[config.mk]
export PLATFORM = sky130hd
export DESIGN_NAME = apb_requester
export DESIGN_NICKNAME = d
export VERILOG_FILES = /design/src/rtl/apb_requester_pkg.sv /design/src/rtl/apb_req_timeout_cnt.sv /design/src/rtl/apb_requester.sv
export SDC_FILE = /design/constraint.sdc
export NUM_CORES = 1
export LEC_CHECK = 0
export CAP_MARGIN = 5
export CELL_PAD_IN_SITES_DETAIL_PLACEMENT = 1
export CELL_PAD_IN_SITES_GLOBAL_PLACEMENT = 1
export CORE_MARGIN = 2
export CORE_UTILIZATION = 32
export CTS_CLUSTER_DIAMETER = 60
export CTS_CLUSTER_SIZE = 10
export DETAILED_ROUTE_END_ITERATION = 7
export PLACE_DENSITY_LB_ADDON = 0.1
export SLEW_MARGIN = 10
export SYNTH_ARGS = -nofsm -noshare
export SYNTH_HDL_FRONTEND = slang
export SYNTH_SLANG_ARGS = --single-unit
[constraint.sdc]
create_clock -name PCLK -period 1.7 [get_ports PCLK]
set_input_delay 0.17 -clock PCLK [delete_from_list [all_inputs] [get_ports PCLK]]
set_output_delay 0.17 -clock PCLK [all_outputs]
set_load 0.005 [all_outputs]
[src/rtl/apb_requester_pkg.sv]
// Shared types and constants for the APB requester and anything that sequences it.
package apb_requester_pkg;

    typedef enum logic [1:0] {
        IDLE   = 2'd0,
        SETUP  = 2'd1,
        ACCESS = 2'd2,
        RESP   = 2'd3
    } apb_req_state_t;

    localparam int DEF_ADDR_W  = 32;
    localparam int DEF_DATA_W  = 32;
    localparam int DEF_TIMEOUT = 255;

    // Register map of the APB-to-I2C bridge this requester programs.
    localparam logic [31:0] ADDR_TX   = 32'h0000_0000;
    localparam logic [31:0] ADDR_RX   = 32'h0000_0004;
    localparam logic [31:0] ADDR_CFG  = 32'h0000_0008;
    localparam logic [31:0] ADDR_TOUT = 32'h0000_000C;

endpackage

[src/rtl/apb_req_timeout_cnt.sv]
// Wait-state counter: clear, count while enabled, flag the cycle holding the LIMIT-th count.
module apb_req_timeout_cnt
    import apb_requester_pkg::*;
#(
    parameter int LIMIT = DEF_TIMEOUT
) (
    input  logic clk,
    input  logic rst_n,
    input  logic clr,
    input  logic en,
    output logic hit
);

    localparam int CNT_W = $clog2(LIMIT + 1);

    logic [CNT_W-1:0] count_r;

    // hit marks the cycle whose wait would be the LIMIT-th one, so the abort lands on that edge.
    assign hit = (count_r == CNT_W'(LIMIT - 1));

    // Wait-cycle counter, saturating at the limit.
    always_ff @(posedge clk or negedge rst_n) begin
        if (!rst_n) begin
            count_r <= '0;
        end else if (clr) begin
            count_r <= '0;
        end else if (en && !hit) begin
            count_r <= count_r + CNT_W'(1);
        end else begin
            count_r <= count_r;
        end
    end

endmodule

[src/rtl/apb_requester.sv]
// Valid/ready command stream to single APB transfers, one at a time.
// Optional ACCESS-phase timeout abort is enabled with APB_REQUESTER_TIMEOUT_EN.
module apb_requester
    import apb_requester_pkg::*;
#(
    parameter int ADDR_W  = DEF_ADDR_W,
    parameter int DATA_W  = DEF_DATA_W,
    parameter int TIMEOUT = DEF_TIMEOUT
) (
    input  logic              PCLK,
    input  logic              PRESETn,
    input  logic              cmd_valid,
    output logic              cmd_ready,
    input  logic              cmd_write,
    input  logic [ADDR_W-1:0] cmd_addr,
    input  logic [DATA_W-1:0] cmd_wdata,
    output logic              rsp_valid,
    input  logic              rsp_ready,
    output logic [DATA_W-1:0] rsp_rdata,
    output logic              rsp_err,
    output logic              rsp_timeout,
    output logic              PSELx,
    output logic              PENABLE,
    output logic              PWRITE,
    output logic [ADDR_W-1:0] PADDR,
    output logic [DATA_W-1:0] PWDATA,
    input  logic [DATA_W-1:0] PRDATA,
    input  logic              PREADY,
    input  logic              PSLVERR
);

    apb_req_state_t    state_r, state_s;
    logic              live_r;
    logic              psel_r, psel_s;
    logic              penable_r, penable_s;
    logic              pwrite_r, pwrite_s;
    logic [ADDR_W-1:0] paddr_r, paddr_s;
    logic [DATA_W-1:0] pwdata_r, pwdata_s;
    logic              rsp_valid_r, rsp_valid_s;
    logic [DATA_W-1:0] rsp_rdata_r, rsp_rdata_s;
    logic              rsp_err_r, rsp_err_s;

`ifdef APB_REQUESTER_TIMEOUT_EN
    logic rsp_timeout_r, rsp_timeout_s;
    logic tout_clr_s, tout_en_s, tout_hit_s;

    apb_req_timeout_cnt #(
        .LIMIT (TIMEOUT)
    ) u_tout (
        .clk   (PCLK),
        .rst_n (PRESETn),
        .clr   (tout_clr_s),
        .en    (tout_en_s),
        .hit   (tout_hit_s)
    );

    assign rsp_timeout = rsp_timeout_r;
`else
    assign rsp_timeout = 1'b0;
`endif

    // live_r keeps cmd_ready low for the first cycle after reset release.
    assign cmd_ready = (state_r == IDLE) && live_r;
    assign PSELx     = psel_r;
    assign PENABLE   = penable_r;
    assign PWRITE    = pwrite_r;
    assign PADDR     = paddr_r;
    assign PWDATA    = pwdata_r;
    assign rsp_valid = rsp_valid_r;
    assign rsp_rdata = rsp_rdata_r;
    assign rsp_err   = rsp_err_r;

    // State and registered-output flops.
    always_ff @(posedge PCLK or negedge PRESETn) begin
        if (!PRESETn) begin
            state_r       <= IDLE;
            live_r        <= 1'b0;
            psel_r        <= 1'b0;
            penable_r     <= 1'b0;
            pwrite_r      <= 1'b0;
            paddr_r       <= '0;
            pwdata_r      <= '0;
            rsp_valid_r   <= 1'b0;
            rsp_rdata_r   <= '0;
            rsp_err_r     <= 1'b0;
`ifdef APB_REQUESTER_TIMEOUT_EN
            rsp_timeout_r <= 1'b0;
`endif
        end else begin
            state_r       <= state_s;
            live_r        <= 1'b1;
            psel_r        <= psel_s;
            penable_r     <= penable_s;
            pwrite_r      <= pwrite_s;
            paddr_r       <= paddr_s;
            pwdata_r      <= pwdata_s;
            rsp_valid_r   <= rsp_valid_s;
            rsp_rdata_r   <= rsp_rdata_s;
            rsp_err_r     <= rsp_err_s;
`ifdef APB_REQUESTER_TIMEOUT_EN
            rsp_timeout_r <= rsp_timeout_s;
`endif
        end
    end

    // Next-state and next-output logic; everything holds unless a transition says otherwise.
    always_comb begin
        state_s       = state_r;
        psel_s        = psel_r;
        penable_s     = penable_r;
        pwrite_s      = pwrite_r;
        paddr_s       = paddr_r;
        pwdata_s      = pwdata_r;
        rsp_valid_s   = rsp_valid_r;
        rsp_rdata_s   = rsp_rdata_r;
        rsp_err_s     = rsp_err_r;
`ifdef APB_REQUESTER_TIMEOUT_EN
        rsp_timeout_s = rsp_timeout_r;
        tout_clr_s    = 1'b0;
        tout_en_s     = 1'b0;
`endif
        case (state_r)
            IDLE: begin
                if (cmd_valid && live_r) begin
                    pwrite_s  = cmd_write;
                    paddr_s   = cmd_addr;
                    pwdata_s  = cmd_wdata;
                    psel_s    = 1'b1;
                    penable_s = 1'b0;
`ifdef APB_REQUESTER_TIMEOUT_EN
                    rsp_timeout_s = 1'b0;
`endif
                    state_s   = SETUP;
                end else begin
                    state_s   = IDLE;
                end
            end
            SETUP: begin
                penable_s = 1'b1;
`ifdef APB_REQUESTER_TIMEOUT_EN
                tout_clr_s = 1'b1;
`endif
                state_s   = ACCESS;
            end
            ACCESS: begin
                if (PREADY) begin
                    rsp_rdata_s = pwrite_r ? '0 : PRDATA;
                    rsp_err_s   = PSLVERR;
                    psel_s      = 1'b0;
                    penable_s   = 1'b0;
                    rsp_valid_s = 1'b1;
                    state_s     = RESP;
`ifdef APB_REQUESTER_TIMEOUT_EN
                end else if (tout_hit_s) begin
                    rsp_rdata_s   = '0;
                    rsp_err_s     = 1'b1;
                    rsp_timeout_s = 1'b1;
                    psel_s        = 1'b0;
                    penable_s     = 1'b0;
                    rsp_valid_s   = 1'b1;
                    state_s       = RESP;
                end else begin
                    tout_en_s = 1'b1;
                    state_s   = ACCESS;
                end
`else
                end else begin
                    state_s = ACCESS;
                end
`endif
            end
            RESP: begin
                if (rsp_ready) begin
                    rsp_valid_s = 1'b0;
                    state_s     = IDLE;
                end else begin
                    state_s     = RESP;
                end
            end
            default: begin
                psel_s      = 1'b0;
                penable_s   = 1'b0;
                rsp_valid_s = 1'b0;
                state_s     = IDLE;
            end
        endcase
    end

endmodule

; ---- Yosys cells after proc, flatten, opt, wreduce, memory -nomap -nowiden
; Cells that the tools add are included.
[word_totals]
wordCells = 40
output_inout_bits = 103
register_bits = 104
in_bits = 103
[classes]
reduce_logical = 11
n_eq_ne = 6
n_mux = 13
[ops]
columns = op, count
row1 = $mux 32, 1
row2 = $reduce_and 3->1, 3
row3 = $pmux 2 s4, 1
row4 = $mux 1, 7
row5 = $eq 2x2->1 const B, 2
row6 = $ne 2x2->1 const B, 2
row7 = $pmux 1 s2, 2
row8 = $reduce_and 2->1, 2
row9 = $reduce_bool 2->1, 2
row10 = $pmux 1 s3, 1
row11 = $reduce_bool 3->1, 1
row12 = $eq 2x1->1 const B, 1
row13 = $logic_and 1x1->1, 2
row14 = $logic_not 2->1, 1
row15 = $mux 2, 1
row16 = $ne 2x1->1 const B, 1

; ---- Longest topological paths before layout
; Gate-level depths: netlist (run 1).
[depth]
word_depth = 3
depth_mapped = 5
depth_no_buf = 2

; ---- Worst setup path after synthesis (run 1)
; OpenSTA, ideal clock, no wires.
[synth_timing]
path_kind = reg-to-reg
from = register state_r[0]
to = register pwdata_r[10], in the netlist PWDATA[10]
path_buffers = 2
arrival_time_ps = 1341
period_less_slack_ps = 1466
path_slack_ps = 234
required_ps = 1575
setup_time_ps = 125
stages_incl_launch_ff = 5
path_cell_list = dfrtp_1 > and4bb_4 > buf_6 > buf_6 > mux2_4
[synth_via]
elab_chain_cells = 2
[synth_rtl]
columns = element, line_no
row1 = "start, declared", apb_requester.sv:32  ; apb_req_state_t state_r, state_s;
row2 = "start signal, assigned", apb_requester.sv:90  ; state_r <= state_s;
row3 = $logic_not 2->1, apb_requester.sv:122  ; case (state_r)
row4 = $reduce_and 2->1 (no line), -
row5 = "end signal, assigned", apb_requester.sv:96  ; pwdata_r <= pwdata_s;
row6 = "end, declared", apb_requester.sv:38  ; logic [DATA_W-1:0] pwdata_r, pwdata_s;
; No other way between the ends.
; A chain may end at the register's enable or synchronous reset.

; ---- Worst setup path after layout (run 1)
[layout_timing]
from = register state_r[0]
to = output port cmd_ready
[layout_via]
elab_chain_cells = 2
[layout_rtl]
columns = element, line_no
row1 = $logic_not 2->1, apb_requester.sv:63  ; assign cmd_ready = (state_r == IDLE) && live_r;
row2 = $logic_and 1x1->1, apb_requester.sv:63
row3 = "end, declared", apb_requester.sv:13  ; output logic cmd_ready,
; No other way between the ends.

==> results of run 1 <==
## synth_stat cells
cell type | number | area [sq um]
a211o_1 | 1 | 8.76
a21oi_1 | 1 | 5.00
a311o_1 | 1 | 10.0
a32o_1 | 1 | 10.0
and3b_1 | 1 | 8.76
and4bb_4 | 1 | 16.3
buf_2 | 4 | 20.0
buf_4 | 2 | 15.0
buf_6 | 7 | 78.8
clkbuf_1 | 3 | 11.3
conb_1 | 2 | 7.51
dfrtp_1 | 104 | 2600
inv_1 | 1 | 3.75
mux2_2 | 71 | 800
mux2_4 | 28 | 420
nand2_1 | 2 | 7.51
nand2b_1 | 2 | 12.5
nand3b_1 | 1 | 7.51
nor2b_1 | 33 | 206
nor3b_1 | 1 | 7.51
o2bb2ai_1 | 1 | 8.76
## what timing repair did
item / in CTS / in global routing
hold endpoints to repair: 104 / 0
endpoints found under the setup margin: 1 / 1
hold buffers: 1 / 0
resized for setup: 1 / 3
## worst max-delay path, stage by stage (launching register included)
cell and delay (ns):
dfrtp_2 0.45, buf_4 0.16, nor3b_1 0.21, dlygate4sd1_1 0.27
## routing by layer
| layer | track usage [%] | wire [um] | vias to the layer above |
|---|---|---|---|
| li1 | - | - | 1339 |
| met1 | 19.1 | 4530 | 1474 |
| met2 | 26.5 | 5570 | 119 |
| met3 | 5.94 | 931 | 16 |
| met4 | 6.62 | 218 | 0 |
| met5 | 0 | 0 | - |
## cell type report
type                    count  area (sq um)  share of cell area, %
repair buffers            219          2230                   32.3
inverters                   1          3.75                 0.0544
flip-flops and latches    104          2600                   37.7
multi-input cells         147          1540                   22.3
clock buffers               9           225                   3.26
clock inverters             6          83.8                   1.21
well taps                 176           220                   3.19
## logic make-up after synthesis
group	synth area share, %
buf+inv	3.02
flops	61.0
mux	28.6
simple gates	6.24
compound gates	0.997
other cells	0.176
## sequential cells by signal, summed over array words and instances (netlist names)
register   cells
rsp_rdata     32
PENABLE        1
rsp_valid      1
PWDATA        32
PADDR         32
rsp_err        1
PWRITE         1
live_r         1
state_r        2
PSELx          1
## worst min path at each step
stage,endpoint,slack (ns),cells after the start
after global routing,rsp_rdata[18]$_DFFE_PN0P_,0.22,2
after global placement,rsp_rdata[16]$_DFFE_PN0P_,0.02,1
after detailed placement,rsp_rdata[18]$_DFFE_PN0P_,0.03,1
after floorplan,PADDR[0]$_DFFE_PN0P_,-0.13,0
after CTS,rsp_rdata[19]$_DFFE_PN0P_,0.20,2
final,rsp_rdata[18]$_DFFE_PN0P_,0.22,2
## power breakdown
group | switching [uW] | total, uW | internal (uW)
registers | 669 | 4340 | 3670
logic | 1510 | 5100 | 3590
clock network | 900 | 2180 | 1280
total | 3080 | 11600 | 8540
## through the flow
step / hold slack [ns] / TNS [ns] / total power (uW) / std cells / instance area [sq um]
floorplan: -0.126 / 0 / 6350 / 268 / 4270
global placement: 0.0243 / 0 / 9390 / 646 / 6580
detailed placement: 0.0264 / -0.166 / 9560 / 646 / 6580
CTS: 0.202 / 0 / 11800 / 662 / 6900
global route: 0.220 / 0 / 12300 / 662 / 6900
finish: 0.215 / 0 / 11600 / 662 / 6900
## placed cells by master (no fill, tap or decap), drive strengths merged, types with 2 or more instances in the layout
cell and instances:
clkdlybuf4s50 202, dfrtp 104, mux2 99, nor2b 33, buf 15, clkbuf 9, clkinv 3, nand2 2
nand2b 2, conb 2, bufinv 2, inv 2
==> results.py, run 1 <==
metrics = {
    "run_status": {
        "outcome": "complete, no violations",
    },
    "synthesis": {
        "ys_seq_area_share_pct": 61.0,
        "synth.distinct_cells": 21,
        "syn_nets": 371,
        "postSynthCellCount": 268,
        "yosysWarnings": 0,
        "syn_area_sq_um": 4270,
        "avgSynthCellArea_sq_um": 15.9,
        "synth_seq_cells": 104,
    },
    "clock_network": {
        "clock_path_buffers": 2,
        "cts_root_buffer": "clkbuf_16",
        "cts.sinks": 104,
        "cts_tree": "built",
        "path_clk_slew_ns": 0.07,
        "cts_setup_buffers": 0,
        "cts-buffers-inserted": 9,
        "htree_levels": 3,
        "insertion_delay_ns": 0.34,
    },
    "critical_path": {
        "critPathCapture": "cmd_ready",
        "r2r_slack_ns": 0.15,
        "critical_path.endpoint_type": "primary output",
        "cp_max_fo": 6,
        "r2r-end": "PADDR[9]$_DFFE_PN0P_",
        "r2r_cells": 3,
        "crit_type": "reg2out",
        "critPathLaunchType": "flip-flop",
        "r2r-start": "state_r[0]$_DFF_PN0_",
        "worstPathArrival_ns": 1.43,
        "startpoint": "state_r[0]$_DFF_PN0_",
        "critical_path_required_ns": 1.53,
    },
    "final_layout": {
        "nets": 585,
        "fill_cells": 1328,
        "syn_to_final_growth_pct": 61.7,
        "post-route-util_pct": 52.5,
        "drive_above_1_share_pct": 27.0,
        "n_antenna_cell": 0,
    },
    "timing": {
        "fin_crit_sh_pct": 94.0,
        "final.setup_skew_ns": 0.00379,
        "rsz0062_at_grt": "no",
        "drv_slew": 0,
        "timing.fmax_mhz": 626,
        "period_minus_slack_ns": 1.60,
        "worst_slack_ns": 0.101,
        "setup_violations": 0,
        "hold_viol": 0,
    },
    "global_route": {
        "grt_max_degree": 54,
        "grt_pass1_vias": 3316,
        "gr-usage-all-layers_pct": 16.1,
        "antenna_found_initial": 0,
        "grt-ovfl-total": 0,
        "grt_pass1_wl_mm": 17.8,
    },
    "floorplan": {
        "dieHeight_um": 119,
        "start_util_pct": 32.5,
        "die_w_um": 119,
        "row_count": 42,
        "ios": 206,
        "fp.coreArea_sq_um": 13100,
        "die_area_sq_um": 14300,
    },
    "placement": {
        "preCtsSetupSlack_ns": -0.0251,
        "portBuffers": 204,
        "dp_hpwl_mm": 8.31,
        "gp_congestion": 0.680,
    },
    "hold_path": {
        "hold_path_class": "in2async",
    },
    "detailed_routing": {
        "routedWlPerCell_um": 17.0,
        "initialDrtViolationCount": 64,
        "route.detailed.drc": 0,
        "vias_per_cell": 4.45,
        "ant_nets": 0,
        "dr.pass1.iters": 4,
        "vias": 2948,
        "wirelength_mm": 11.2,
    },
    "power_and_ir_drop": {
        "vdd_drop_max_mv": 0.639,
        "cellLeakagePower_uw": 0.00292,
        "p_per_area_nw_per_um2": 1680,
    },
    "run": {
        "drv_cap": 0,
    },
}
(Power assumes the default switching activity.)
==> run 2, diff against run 1 <==
CAP_MARGIN = not set   (was 5)
==> results of run 2 <==
The final DEF is identical to that of run 1; final timing and power are the same.
